### src/rtl/cursor_overlay_pkg.sv
`default_nettype none
// ============================================================================
// Module      : cursor_overlay_pkg
// Description : Shared timing and colour constants for the 800x600 video path,
//               RGB type and the cursor coordinate clamp helper.
// Revision    : 1.0 - initial release
// ============================================================================
package cursor_overlay_pkg;

  // Raster timing shared with the sync/position generator (800x600 @ 60 Hz)
  localparam int H_DISPLAY = 800;
  localparam int V_DISPLAY = 600;
  localparam int H_MAX     = 1055;
  localparam int V_MAX     = 627;

  // Cursor geometry
  localparam int CUR_W = 16;
  localparam int CUR_H = 16;

  // Cursor position limits and the centred home position
  localparam logic [10:0] X_MAX  = 11'(H_DISPLAY - CUR_W);
  localparam logic [10:0] Y_MAX  = 11'(V_DISPLAY - CUR_H);
  localparam logic [10:0] X_HOME = 11'((H_DISPLAY - CUR_W) / 2);
  localparam logic [10:0] Y_HOME = 11'((V_DISPLAY - CUR_H) / 2);

  // 4:4:4 pixel colour {R,G,B}
  typedef logic [11:0] rgb_t;

  localparam rgb_t BG_RGB     = 12'h124;
  localparam rgb_t BORDER_RGB = 12'hFFF;
  localparam rgb_t FILL_NONE  = 12'h000;
  localparam rgb_t FILL_LEFT  = 12'hF00;
  localparam rgb_t FILL_RIGHT = 12'h0F0;
  localparam rgb_t FILL_BOTH  = 12'hFF0;

  // Clamp a signed 13-bit candidate coordinate into [0, hi]
  function automatic logic [10:0] clamp_coord(input logic signed [12:0] val,
                                              input logic [10:0]        hi);
    logic signed [12:0] hi_s;
    hi_s = $signed({2'b00, hi});
    if (val < 13'sd0) begin
      return 11'd0;
    end else if (val > hi_s) begin
      return hi;
    end else begin
      return val[10:0];
    end
  endfunction

  // Interior colour selected by the committed button state
  function automatic rgb_t fill_colour(input logic left, input logic right);
    case ({left, right})
      2'b10:   return FILL_LEFT;
      2'b01:   return FILL_RIGHT;
      2'b11:   return FILL_BOTH;
      default: return FILL_NONE;
    endcase
  endfunction

endpackage
`default_nettype wire

### src/rtl/cursor_overlay_pos_accum.sv
`default_nettype none
// ============================================================================
// Module      : cursor_pos_accum
// Description : Clamped mouse-movement accumulator with frame-synchronous
//               commit so the drawn cursor never moves mid-frame.
// Revision    : 1.0 - initial release
// ============================================================================
module cursor_pos_accum
  import cursor_overlay_pkg::*;
(
  input  logic        clk,
  input  logic        rst_n,
  input  logic        pkt_valid,
  input  logic [8:0]  dx,
  input  logic [8:0]  dy,
  input  logic        btn_l,
  input  logic        btn_r,
  input  logic        commit,
  output logic [10:0] cur_x,
  output logic [10:0] cur_y,
  output logic        cur_btn_l,
  output logic        cur_btn_r
);

  logic [10:0]        pend_x;
  logic [10:0]        pend_y;
  logic               pend_l;
  logic               pend_r;
  logic signed [12:0] step_x;
  logic signed [12:0] step_y;
  logic signed [12:0] sum_x;
  logic signed [12:0] sum_y;

  // PS/2 dy is positive-up while screen lines grow downward, hence the subtract
  assign step_x = $signed({{4{dx[8]}}, dx});
  assign step_y = $signed({{4{dy[8]}}, dy});
  assign sum_x  = $signed({2'b00, pend_x}) + step_x;
  assign sum_y  = $signed({2'b00, pend_y}) - step_y;

  // Pending state: every packet is folded in, clamped to the visible range
  always_ff @(posedge clk or negedge rst_n) begin
    if (!rst_n) begin
      pend_x <= X_HOME;
      pend_y <= Y_HOME;
      pend_l <= 1'b0;
      pend_r <= 1'b0;
    end else if (pkt_valid) begin
      pend_x <= clamp_coord(sum_x, X_MAX);
      pend_y <= clamp_coord(sum_y, Y_MAX);
      pend_l <= btn_l;
      pend_r <= btn_r;
    end
  end

  // Committed state: copied once per frame; a coincident packet lands next frame
  always_ff @(posedge clk or negedge rst_n) begin
    if (!rst_n) begin
      cur_x     <= X_HOME;
      cur_y     <= Y_HOME;
      cur_btn_l <= 1'b0;
      cur_btn_r <= 1'b0;
    end else if (commit) begin
      cur_x     <= pend_x;
      cur_y     <= pend_y;
      cur_btn_l <= pend_l;
      cur_btn_r <= pend_r;
    end
  end

endmodule
`default_nettype wire

### src/rtl/cursor_overlay.sv
`default_nettype none
// ============================================================================
// Module      : cursor_overlay
// Description : Draws a 16x16 box cursor over a flat background. Syncs, data
//               enable and colour leave through a common 2-cycle pipeline.
// Revision    : 1.0 - initial release
// ============================================================================
module cursor_overlay
  import cursor_overlay_pkg::*;
(
  input  logic        clk,
  input  logic        rst_n,
  input  logic [10:0] hpos,
  input  logic [10:0] vpos,
  input  logic        display_on,
  input  logic        hsync_in,
  input  logic        vsync_in,
  input  logic        pkt_valid,
  input  logic [8:0]  dx,
  input  logic [8:0]  dy,
  input  logic        btn_l,
  input  logic        btn_r,
  output logic [11:0] rgb,
  output logic        hsync_out,
  output logic        vsync_out,
  output logic        de_out,
  output logic [10:0] cur_x,
  output logic [10:0] cur_y
);

  logic        commit;
  logic        cur_btn_l;
  logic        cur_btn_r;

  // First blanking line: nothing is being drawn, safe to move the cursor
  assign commit = (hpos == 11'd0) && (vpos == 11'(V_DISPLAY));

  cursor_pos_accum u_pos (
    .clk       (clk),
    .rst_n     (rst_n),
    .pkt_valid (pkt_valid),
    .dx        (dx),
    .dy        (dy),
    .btn_l     (btn_l),
    .btn_r     (btn_r),
    .commit    (commit),
    .cur_x     (cur_x),
    .cur_y     (cur_y),
    .cur_btn_l (cur_btn_l),
    .cur_btn_r (cur_btn_r)
  );

  // ---------------- Stage 1: geometry against the committed cursor ----------
  logic [10:0] ox;
  logic [10:0] oy;
  logic [11:0] x_end;
  logic [11:0] y_end;
  logic        inbox;

  assign ox    = hpos - cur_x;
  assign oy    = vpos - cur_y;
  assign x_end = {1'b0, cur_x} + 12'(CUR_W);
  assign y_end = {1'b0, cur_y} + 12'(CUR_H);
  assign inbox = display_on
              && (hpos >= cur_x) && ({1'b0, hpos} < x_end)
              && (vpos >= cur_y) && ({1'b0, vpos} < y_end);

  logic [10:0] s1_ox;
  logic [10:0] s1_oy;
  logic        s1_inbox;
  logic        s1_de;
  logic        s1_hs;
  logic        s1_vs;
  logic        s1_btn_l;
  logic        s1_btn_r;

  // Register offsets, box hit and the first sync delay tap
  always_ff @(posedge clk or negedge rst_n) begin
    if (!rst_n) begin
      s1_ox    <= 11'd0;
      s1_oy    <= 11'd0;
      s1_inbox <= 1'b0;
      s1_de    <= 1'b0;
      s1_hs    <= 1'b0;
      s1_vs    <= 1'b0;
      s1_btn_l <= 1'b0;
      s1_btn_r <= 1'b0;
    end else begin
      s1_ox    <= ox;
      s1_oy    <= oy;
      s1_inbox <= inbox;
      s1_de    <= display_on;
      s1_hs    <= hsync_in;
      s1_vs    <= vsync_in;
      s1_btn_l <= cur_btn_l;
      s1_btn_r <= cur_btn_r;
    end
  end

  // ---------------- Stage 2: colour selection -------------------------------
  logic on_edge;
  rgb_t pix_next;

  // Priority: blanking, background, outline, then button-dependent fill
  always_comb begin
    on_edge  = (s1_ox == 11'd0) || (s1_ox == 11'(CUR_W - 1))
            || (s1_oy == 11'd0) || (s1_oy == 11'(CUR_H - 1));
    pix_next = 12'h000;
    if (!s1_de) begin
      pix_next = 12'h000;
    end else if (!s1_inbox) begin
      pix_next = BG_RGB;
    end else if (on_edge) begin
      pix_next = BORDER_RGB;
    end else begin
      pix_next = fill_colour(s1_btn_l, s1_btn_r);
    end
  end

  // Output registers keep colour and syncs aligned at the same latency
  always_ff @(posedge clk or negedge rst_n) begin
    if (!rst_n) begin
      rgb       <= 12'h000;
      hsync_out <= 1'b0;
      vsync_out <= 1'b0;
      de_out    <= 1'b0;
    end else begin
      rgb       <= pix_next;
      hsync_out <= s1_hs;
      vsync_out <= s1_vs;
      de_out    <= s1_de;
    end
  end

endmodule
`default_nettype wire

### config.mk
export PLATFORM = sky130hd
export DESIGN_NAME = cursor_overlay
export DESIGN_NICKNAME = d
export VERILOG_FILES = /design/src/rtl/cursor_overlay_pkg.sv /design/src/rtl/cursor_overlay_pos_accum.sv /design/src/rtl/cursor_overlay.sv
export SDC_FILE = /design/constraint.sdc
export NUM_CORES = 1
export LEC_CHECK = 0
export ABC_AREA = 1
export CORE_ASPECT_RATIO = 1.2
export CORE_MARGIN = 3
export CORE_UTILIZATION = 30
export CTS_CLUSTER_SIZE = 10
export DETAILED_ROUTE_END_ITERATION = 10
export HOLD_SLACK_MARGIN = 0.15
export SLEW_MARGIN = 30
export SYNTH_ARGS = -nofsm -noshare
export SYNTH_HDL_FRONTEND = slang
export SYNTH_SLANG_ARGS = --single-unit
### constraint.sdc
create_clock -name clk -period 2.4 [get_ports clk]
set_clock_uncertainty 0.05 [all_clocks]
set_input_delay 0.48 -clock clk [delete_from_list [all_inputs] [get_ports clk]]
set_output_delay 0.48 -clock clk [all_outputs]
set_load 0.03 [all_outputs]
Yosys cells after proc, flatten, opt, wreduce, memory -nomap -nowiden
Index checks and enable logic that the tools add are counted.
{ "word_totals": {"ff_bits": 91, "wordCells": 59} }
{ "op_classes": {"addsub": 6, "n_lt_le_gt_ge": 8, "eq_ne": 6, "mux": 8, "n_reduce_logical": 11} }
{ "op_table": {"columns": ["op", "count"], "rows": [
  ["$mux 11", 4],
  ["$mux 12", 3],
  ["$pmux 12 s3", 1],
  ["$logic_not 11->1", 3],
  ["$gt 13x11->1 const B", 2],
  ["$lt 13x1->1 const B", 2],
  ["$add 11x5->12 const B", 2],
  ["$lt 11x12->1", 2],
  ["$eq 11x4->1 const B", 2],
  ["$ge 11x11->1", 2],
  ["$sub 11x11->11", 2],
  ["$add 12x9->13", 1],
  ["$sub 12x9->13", 1],
  ["$eq 11x10->1 const B", 1],
  ["$logic_and 1x1->1", 5],
  ["$eq 2x2->1 const B", 2],
  ["$logic_or 1x1->1", 3],
  ["$eq 2x1->1 const B", 1]
]} }

Depth between registers and ports, before layout
Gate-level depths: netlist of the first run.
{ "depth": {"ltp_word": 7, "mapped_depth": 16, "depth_no_buf": 16} }

Cells and area by module
Synthesis of the first run repeated with hierarchy kept, for this count alone.
{ "hier_totals": {"hier_cells": 765, "area_unflattened_um2": 6052.1} }
{ "by_module_without_submodules": {"columns": ["module", "instances", "cells_each", "area_per_inst_um2", "seq_area_each_um2"], "rows": [
  ["cursor_pos_accum", 1, 407, 3256.9, 1216.2],
  ["cursor_overlay", 1, 358, 2795.2, 925.9]
]} }

Least setup slack after synthesis of the first run
Ideal clock, no wire load.
{ "synth_path": {"path_kind": "input -> register", "startpoint": "input port dx[0]", "endpoint": "register u_pos.pend_x[4]", "setup_ns": 0.116, "t_arrival_ns": 2.058, "t_required_ns": 2.234, "slack_ns": 0.176, "stages": 14, "n_path_buf": 0, "cell_sequence": "ha_1 inv_1 fa_1 nand3b_1 nand2_2 nand2_1 nand2_2 nand2_2 nand3_1 nand2_1 a21oi_4 nand3_1 nand2_1 nand2_1"} }
{ "synth_between": {"elab_chain_cells": 4, "elab_cells_between_ends": 5} }
{ "synth_rtl": {"columns": ["element", "line", "rtl"], "rows": [
  ["start: declaration", "cursor_overlay.sv:19", "input logic [8:0] dx,"],
  ["$add 12x9->13 (*)", "cursor_overlay_pos_accum.sv:37", "assign sum_x = $signed({2'b00, pend_x}) + step_x;"],
  ["$gt 13x11->1", "cursor_overlay_pkg.sv:43", "end else if (val > hi_s) begin"],
  ["$mux 11", "cursor_overlay_pkg.sv:43", null],
  ["$mux 11 (*)", "cursor_overlay_pkg.sv:41", "if (val < 13'sd0) begin"],
  ["end signal: assignment", "cursor_overlay_pos_accum.sv:48", "pend_x <= clamp_coord(sum_x, X_MAX);"],
  ["end: declaration", "cursor_overlay_pos_accum.sv:25", "logic [10:0] pend_x;"]
]} }
Mark *: on every way between the ends. The rest lies on a longest branch, timed or not.
A chain may end at the register's enable or synchronous reset.

Worst setup path after layout of the first run
{ "layout_path": {"startpoint": "register u_pos.pend_x[0]", "endpoint": "register u_pos.pend_x[5]"} }
{ "layout_between": {"elab_chain_cells": 4, "elab_cells_between_ends": 5} }
{ "layout_rtl": {"columns": ["element", "line"], "rows": [
  ["$add 12x9->13 (*)", "cursor_overlay_pos_accum.sv:37"],
  ["$gt 13x11->1", "cursor_overlay_pkg.sv:43"],
  ["$mux 11", "cursor_overlay_pkg.sv:43"],
  ["$mux 11 (*)", "cursor_overlay_pkg.sv:41"]
]} }
Marks and branches as above.

==> results of run 1 <==
==> synthesized netlist by cell type, types with 3 or more instances <==
library cell / count
inv_1: 131
o211ai_1: 3
ha_1: 62
dfstp_2: 12
xor2_1: 22
nor2_1: 31
clkbuf_1: 4
xnor2_1: 11
o21bai_1: 3
a21o_1: 3
a21oi_1: 31
dfrtp_1: 73
fa_1: 4
nor4_1: 5
o21ai_1: 3
a21oi_2: 4
nand2_1: 192
buf_4: 6
inv_2: 3
nand4_1: 24
nand3b_1: 5
nand3_2: 3
o21ai_0: 41
nand2_2: 17
nand3_1: 36
nor3_1: 11
==> logic make-up after synthesis <==
kind of cell               share of synthesized area [%]
AOI/OAI and AO/OA                                   9.59
xor gates and xnor gates                            4.84
adders and majority gates                           14.3
buffers and inverters                               9.65
DFF                                                 35.8
and+or+nand+nor                                     25.8
==> placed cells by master, fill, tap and decap left out, types with 3 or more instances in the layout <==
cell type,Yosys,routed
nor2_4,1,3
a21oi_1,31,29
a21oi_2,4,6
nand2_4,0,4
ha_2,0,3
buf_4,6,76
inv_2,3,7
o21bai_1,3,3
nand4_1,24,24
nand3_1,36,32
nor4_1,5,5
o211ai_1,3,3
ha_4,0,7
nor2_2,2,3
clkbuf_16,0,9
inv_1,131,127
xor2_1,22,20
nor3_1,11,10
nor2_1,31,30
o21ai_1,3,5
a21o_1,3,3
ha_1,62,52
dfstp_2,12,12
clkdlybuf4s50_1,0,80
nand2_2,17,20
nand2_1,192,186
xnor2_1,11,11
a21oi_4,2,3
nand3_2,3,7
o21ai_0,41,39
nand3b_1,5,5
dfrtp_1,73,73
dlymetal6s2s_1,0,3
==> path summary, 6_finish.rpt <==
path	start	endpoint	slack (ps)	cells after the start
max in group asynchronous	rst_n	s1_ox[10]	1140	3
min reg2reg	s1_hs	hsync_out	300	0
max	u_pos.pend_x[0]	u_pos.pend_x[5]	140	14
min	s1_hs	hsync_out	300	0
max reg2reg	u_pos.pend_x[0]	u_pos.pend_x[5]	140	14
min in group asynchronous	rst_n	u_pos.pend_y[3]	480	2
==> power groups by stage <==
stage / clock (mW) / combinational (mW) / sequential [mW]
finish: 1.36 / 1.32 / 1.60
floorplan: 0 / 0.696 / 1.61
detailed placement: 0 / 1.21 / 1.62
global route: 1.46 / 1.50 / 1.61
global placement: 0 / 1.20 / 1.62
CTS: 1.40 / 1.23 / 1.60
==> per-layer routing <==
| layer | vias up | global-route usage (%) |
|---|---|---|
| met5 | - | 0 |
| met4 | 0 | 4.35 |
| met3 | 14 | 1.72 |
| met2 | 65 | 23.7 |
| met1 | 2355 | 17.7 |
| li1 | 2817 | - |
==> cell type report <==
type	instances	area share (%)
clock inverters	4	0.608
multi-input cells	537	42.4
flip-flops and latches	85	26.0
well taps	256	3.89
inverters	134	6.11
repair buffers	164	18.0
clock buffers	12	2.99
==> timing repair <==
item                                   CTS  global route
hold buffers                             1             0
setup endpoints to repair               10            23
gates resized for setup                  7            40
pin swaps                                3            20
endpoints found under the hold margin   10             0
setup buffers                            0             3
cloned                                   1             3
==> registers in the layout (all words and copies together) (netlist names), 6 cells and up <==
name          cells
s1_ox            11
u_pos.pend_x     11
rgb               6
u_pos.cur_x      11
s1_oy            11
u_pos.pend_y     11
u_pos.cur_y      11
==> metrics by stage <==
stage	worst slack, ps	std cells	total power, mW	cell area [um2]	hold WS (ps)
global placement	-375	1168	2.82	7660	282
floorplan	176	765	2.30	5980	134
detailed placement	-420	1168	2.83	7660	290
finish	144	1192	4.28	8240	303
global route	-27.5	1192	4.57	8240	325
CTS	4.73	1186	4.22	7990	309
==> impl_metrics.sql, run 1 <==
INSERT INTO impl_metrics (metric_group, metric, value, unit) VALUES
('outcome', 'run_status', 'complete, no violations', ''),
('clock_network', 'cts.sinks', '85', ''),
('cells_and_area', 'num-nets-final', '1045', ''),
('logic_synthesis', 'synth.avg_cell_area', '7.81', 'um2'),
('logic_synthesis', 'biggest_area_consumer_among_synthesized_cells', 'dfrtp_1', ''),
('logic_synthesis', 'synthDominantCellAreaShare', '30.6', '%'),
('setup_path', 'dominant_cell_type_by_count_on_the_critical_path', 'nand2_2', ''),
('setup_path', 'path_cells', 'ha_2 -> inv_2 -> fa_2 -> nand3b_1 -> nand2_2 -> nand2_1 -> nand2_2 -> nand2_2 -> nand3_2 -> nand2_2 -> a21oi_4 -> buf_6 -> nand4_1 -> nand2_1', ''),
('power', 'power_frac_seq', '37.4', '%'),
('clock_network', 'clock_root_buffer', 'clkbuf_16', ''),
('power', 'power.density_cell_area', '520', 'nW/um2'),
('global_routing', 'gr-total-overflow', '0', ''),
('logic_synthesis', 'synth_nets', '879', ''),
('clock_network', 'maximum_number_of_buffers_from_clock_root_to_sink', '2', ''),
('cells_and_area', 'n_antenna_cell', '0', ''),
('power', 'swShare', '30.2', '%'),
('routing', 'dr.pass1.iters', '4', ''),
('routing', 'wl_per_cell', '12.3', 'um'),
('setup_path', 'worstSetupEndpointType', 'register', ''),
('logic_synthesis', 'ys_async_sr_fraction', '100', '%'),
('power', 'power_leakage', '3.96', 'nW'),
('routing', 'wl_met2', '7.29', 'mm'),
('logic_synthesis', 'yosysWarningCount', '0', ''),
('floorplan', 'num_io_pins', '85', ''),
('clock_network', 'tritoncts', 'done', ''),
('routing', 'detailedRoute.firstIterationViolations', '165', ''),
('timing', 'tns', '0', 'ps'),
('clock_network', 'cts_inserted_buffers', '9', ''),
('floorplan', 'initial_utilization', '31.1', '%'),
('setup_path', 'critPathLaunchType', 'register', ''),
('setup_path', 'critical-path-max-stage-delay', '390', 'ps'),
('global_routing', 'grt_antenna_before_repair', '0', ''),
('timing', 'maxClockFrequency', '443', 'MHz'),
('routing', 'route.detailed.drc', '0', ''),
('power', 'clockPowerShare', '31.8', '%'),
('setup_path', 'critical-path-top-delay-family', 'simple AND/OR/NAND/NOR gates', ''),
('clock_network', 'worst_setup_hold_path_clk_slew', '60', 'ps'),
('setup_path', 'path_buf_inv', '2', ''),
('logic_synthesis', 'post_synth_main_area_contributors', 'dfrtp_1, ha_1, nand2_1, inv_1, dfstp_2', ''),
('setup_path', 'critical_path_arrival', '2480', 'ps'),
('global_routing', 'grt_pass1_vias', '5188', ''),
('routing', 'wl_met3', '381', 'um'),
('floorplan', 'floorplan.die.height', '161', 'um'),
('routing', 'route.antenna.remaining_nets', '0', ''),
('setup_path', 'worstPathRequired', '2620', 'ps'),
('cells_and_area', 'share_of_layout_cells_above_drive_strength_1', '19.0', '%'),
('logic_synthesis', 'synthesized_netlist_cell_count', '765', ''),
('run', 'max-cap-violations', '0', ''),
('floorplan', 'die_w', '135', 'um'),
('timing', 'report.final.setup_viol', '0', ''),
('power', 'power.ir.vdd_worst', '269', 'uV'),
('logic_synthesis', 'syn_area', '5980', 'um2'),
('floorplan', 'floorplan.die_area', '21700', 'um2'),
('cells_and_area', 'flow.area_growth_from_synthesis', '37.8', '%'),
('logic_synthesis', 'yosys.cell_types.count', '44', ''),
('routing', 'highest-signal-layer', 'met4', ''),
('routing', 'routed_via_density', '4.41', ''),
('power', 'power.combinational.fraction', '30.8', '%'),
('setup_path', 'cp_max_fo', '5', ''),
('cells_and_area', 'fin_util', '42.9', '%'),
('setup_path', 'critPathKind', 'register to register', ''),
('routing', 'route.final.wire_length', '14.6', 'mm'),
('power', 'int_pwr', '2.99', 'mW'),
('clock_network', 'clock_latency_of_the_later_clocked_register_in_the_worst_skew_pair', '330', 'ps'),
('timing', 'layout_worst_path_cycle_share', '94.0', '%'),
('power', 'p_switching', '1.30', 'mW'),
('min_path', 'hold_wc_path_type', 'register to register', ''),
('timing', 'tightestPinTransition', '565', 'ps'),
('setup_path', 'crit_slowest_cell', 'dfrtp_1', ''),
('placed_design', 'place_congestion', '0.862', ''),
('global_routing', 'largest_net_degree_at_the_start_of_global_routing', '49', '');
No activity file was read; power rests on OpenSTA's default activity.
==> run 2, diff against run 1 <==
Settings changed: CORE_UTILIZATION 30 to 25.
==> run 2 against run 1 <==
Flip-flop and latch count stayed put. Fmax is 0.79% lower. Total power grew 0.34%. Die area rose by 19%. Combinational power hardly changed. Worst hold slack got worse by 4.2 ps. Global-route usage is 1.9 points lower. Wire length is 4.4% higher. Via count up 0.86%. Sequential share of layout area about the same. Cell area about the same. Clock power about the same. Largest power group unchanged.
==> impl_metrics.sql, run 2 (synthesis gave the netlist of run 1 again) <==
INSERT INTO impl_metrics (metric_group, metric, value, unit) VALUES
('setup_path', 'critPathKind', 'primary input to register', ''),
('setup_path', 'path_buf_inv', '2', ''),
('timing', 'timing.slew.headroom', '73.8', '%'),
('timing', 'tns', '0', 'ps'),
('placed_design', 'placement.io_buffers', '84', ''),
('outcome', 'run_status', 'complete, no violations', ''),
('setup_path', 'critical-path-max-stage-delay', '520', 'ps'),
('timing', 'tightestPinTransition', '393', 'ps'),
('min_path', 'worstHoldStart', 's1_vs', ''),
('setup_path', 'path_cells', 'clkdlybuf4s50_1 -> inv_1 -> ha_1 -> fa_1 -> o21ai_0 -> nand2_1 -> o211ai_1 -> nand2_1 -> nand2_1 -> xor2_1', ''),
('floorplan', 'num_io_pins', '85', ''),
('clock_network', 'worst_setup_hold_path_clk_slew', '60', 'ps'),
('floorplan', 'initial_utilization', '25.6', '%'),
('power', 'clockPowerShare', '32.3', '%'),
('clock_network', 'cts.sinks', '85', ''),
('setup_path', 'setup.worst_path.start', 'vpos[0]', ''),
('timing', 'layout_setup_ws', '126', 'ps'),
('setup_path', 'crit_slowest_cell', 'clkdlybuf4s50_1', ''),
('placed_design', 'place_congestion', '0.867', ''),
('routing', 'detailedRoute.firstIterationViolations', '296', ''),
('min_path', 'hold_wc_path_type', 'register to register', ''),
('power', 'swShare', '31.5', '%'),
('cells_and_area', 'final_common_cell', 'nand2_1', ''),
('routing', 'wl_per_cell', '12.2', 'um'),
('cells_and_area', 'n_antenna_cell', '0', ''),
('routing', 'route.antenna.remaining_nets', '0', ''),
('setup_path', 'worstPathRequired', '2600', 'ps'),
('setup_path', 'worst_r2r_startpoint', 'u_pos.pend_x[0]', ''),
('clock_network', 'cts_max_level', '3', ''),
('placed_design', 'post-place-ws', '-474', 'ps'),
('setup_path', 'cp_max_fo', '2', ''),
('floorplan', 'floorplan.die_area', '25800', 'um2'),
('power', 'power_frac_seq', '37.1', '%'),
('cells_and_area', 'n_fill_cell', '2506', ''),
('clock_network', 'maximum_number_of_buffers_from_clock_root_to_sink', '2', ''),
('power', 'power.density_cell_area', '522', 'nW/um2'),
('global_routing', 'gr-usage-all-layers', '11.8', '%'),
('global_routing', 'gr-total-overflow', '0', ''),
('power', 'power.combinational.fraction', '30.6', '%'),
('clock_network', 'clock_latency_of_the_later_clocked_register_in_the_worst_skew_pair', '330', 'ps'),
('routing', 'route.detailed.drc', '0', ''),
('timing', 'finalMaxSlewViolations', '0', ''),
('routing', 'route.final.wire_length', '15.3', 'mm'),
('setup_path', 'critical_path_arrival', '2480', 'ps'),
('global_routing', 'grt_pass1_vias', '5263', ''),
('timing', 'finalWorstPathRequiredPeriod', '2270', 'ps'),
('cells_and_area', 'flow.area_growth_from_synthesis', '37.8', '%'),
('power', 'power_leakage', '3.93', 'nW'),
('floorplan', 'num_rows', '61', ''),
('clock_network', 'cts_inserted_buffers', '9', ''),
('cells_and_area', 'fin_util', '35.3', '%'),
('routing', 'dr.pass1.iters', '4', ''),
('cells_and_area', 'final_cell_mix', 'nand2_1, inv_1, clkdlybuf4s50_1', ''),
('setup_path', 'critPathLaunchType', 'primary input', ''),
('cells_and_area', 'share_of_layout_cells_above_drive_strength_1', '18.1', '%'),
('floorplan', 'core_area', '23400', 'um2'),
('routing', 'vias', '5296', ''),
('cells_and_area', 'stdcell_count', '1248', ''),
('setup_path', 'critical-path-top-delay-family', 'adder cells', ''),
('floorplan', 'floorplan.die.height', '175', 'um'),
('timing', 'worst_hold_slack', '299', 'ps'),
('global_routing', 'first_pass_grt_wire_length', '25.1', 'mm'),
('setup_path', 'dominant_cell_type_by_count_on_the_critical_path', 'nand2_1', ''),
('placed_design', 'post-place-cells', '1225', ''),
('timing', 'layout_worst_path_cycle_share', '94.8', '%'),
('placed_design', 'hpwl', '12.4', 'mm'),
('timing', 'report.final.setup_viol', '0', ''),
('cells_and_area', 'num-nets-final', '1042', ''),
('setup_path', 'worstSetupEndpointType', 'register', ''),
('global_routing', 'grt_antenna_before_repair', '0', ''),
('routing', 'routed_via_density', '4.24', ''),
('timing', 'maxClockFrequency', '440', 'MHz'),
('clock_network', 'clock_root_buffer', 'clkbuf_16', ''),
('global_routing', 'largest_net_degree_at_the_start_of_global_routing', '49', ''),
('power', 'p_switching', '1.36', 'mW'),
('run', 'max-cap-violations', '0', ''),
('timing', 'hold_viol', '0', ''),
('power', 'power.ir.vdd_worst', '268', 'uV'),
('power', 'int_pwr', '2.94', 'mW'),
('clock_network', 'tritoncts', 'done', ''),
('floorplan', 'die_w', '147', 'um');
[run 2: repair_timing]
action                     in CTS  in global routing
pin swaps                       3                 17
setup buffers                   0                  1
gates cloned                    2                  3
hold endpoints to repair       21                  0
setup endpoints to repair      20                 20
resized for setup               5                 35
hold buffers                    1                  0
[run 2: worst paths after layout]
path / slack [ps] / cells after the start / end
min: 300 / 0 / vsync_out
min in group asynchronous: 560 / 2 / u_pos.pend_y[6]
min reg2reg: 300 / 0 / vsync_out
max: 130 / 10 / s1_oy[10]
max reg2reg: 160 / 14 / u_pos.pend_x[4]
max in group asynchronous: 1050 / 3 / u_pos.cur_x[8]
[run 2: stage by stage]
step | instance area (um2) | power, mW
floorplan | 5980 | 2.30
global placement | 7720 | 2.81
detailed placement | 7720 | 2.82
CTS | 8060 | 4.25
global route | 8240 | 4.58
finish | 8240 | 4.30
[run 2: routing by layer]
metal | routed length, um | vias up | global-route usage [%]
met5 | 0 | - | 0
met1 | 6880 | 2408 | 14.7
met3 | 355 | 13 | 1.55
met2 | 7810 | 70 | 21.4
li1 | - | 2805 | -
met4 | 207 | 0 | 3.15
[run 2: area by class of cell]
class,count,area (um2),area share (%)
well taps,315,394,4.78
repair buffers,160,1440,17.5
clock buffers,10,229,2.78
multi-input cells,538,3460,42.0
inverters,134,503,6.10
flip-flops and latches,85,2140,26.0
clock inverters,6,72.6,0.881
[run 2: power groups by stage]
stage,Clock (mW),Sequential (mW),Combinational [mW]
floorplan,0,1.61,0.696
global placement,0,1.62,1.19
detailed placement,0,1.62,1.20
CTS,1.43,1.60,1.22
global route,1.49,1.61,1.48
finish,1.39,1.60,1.31
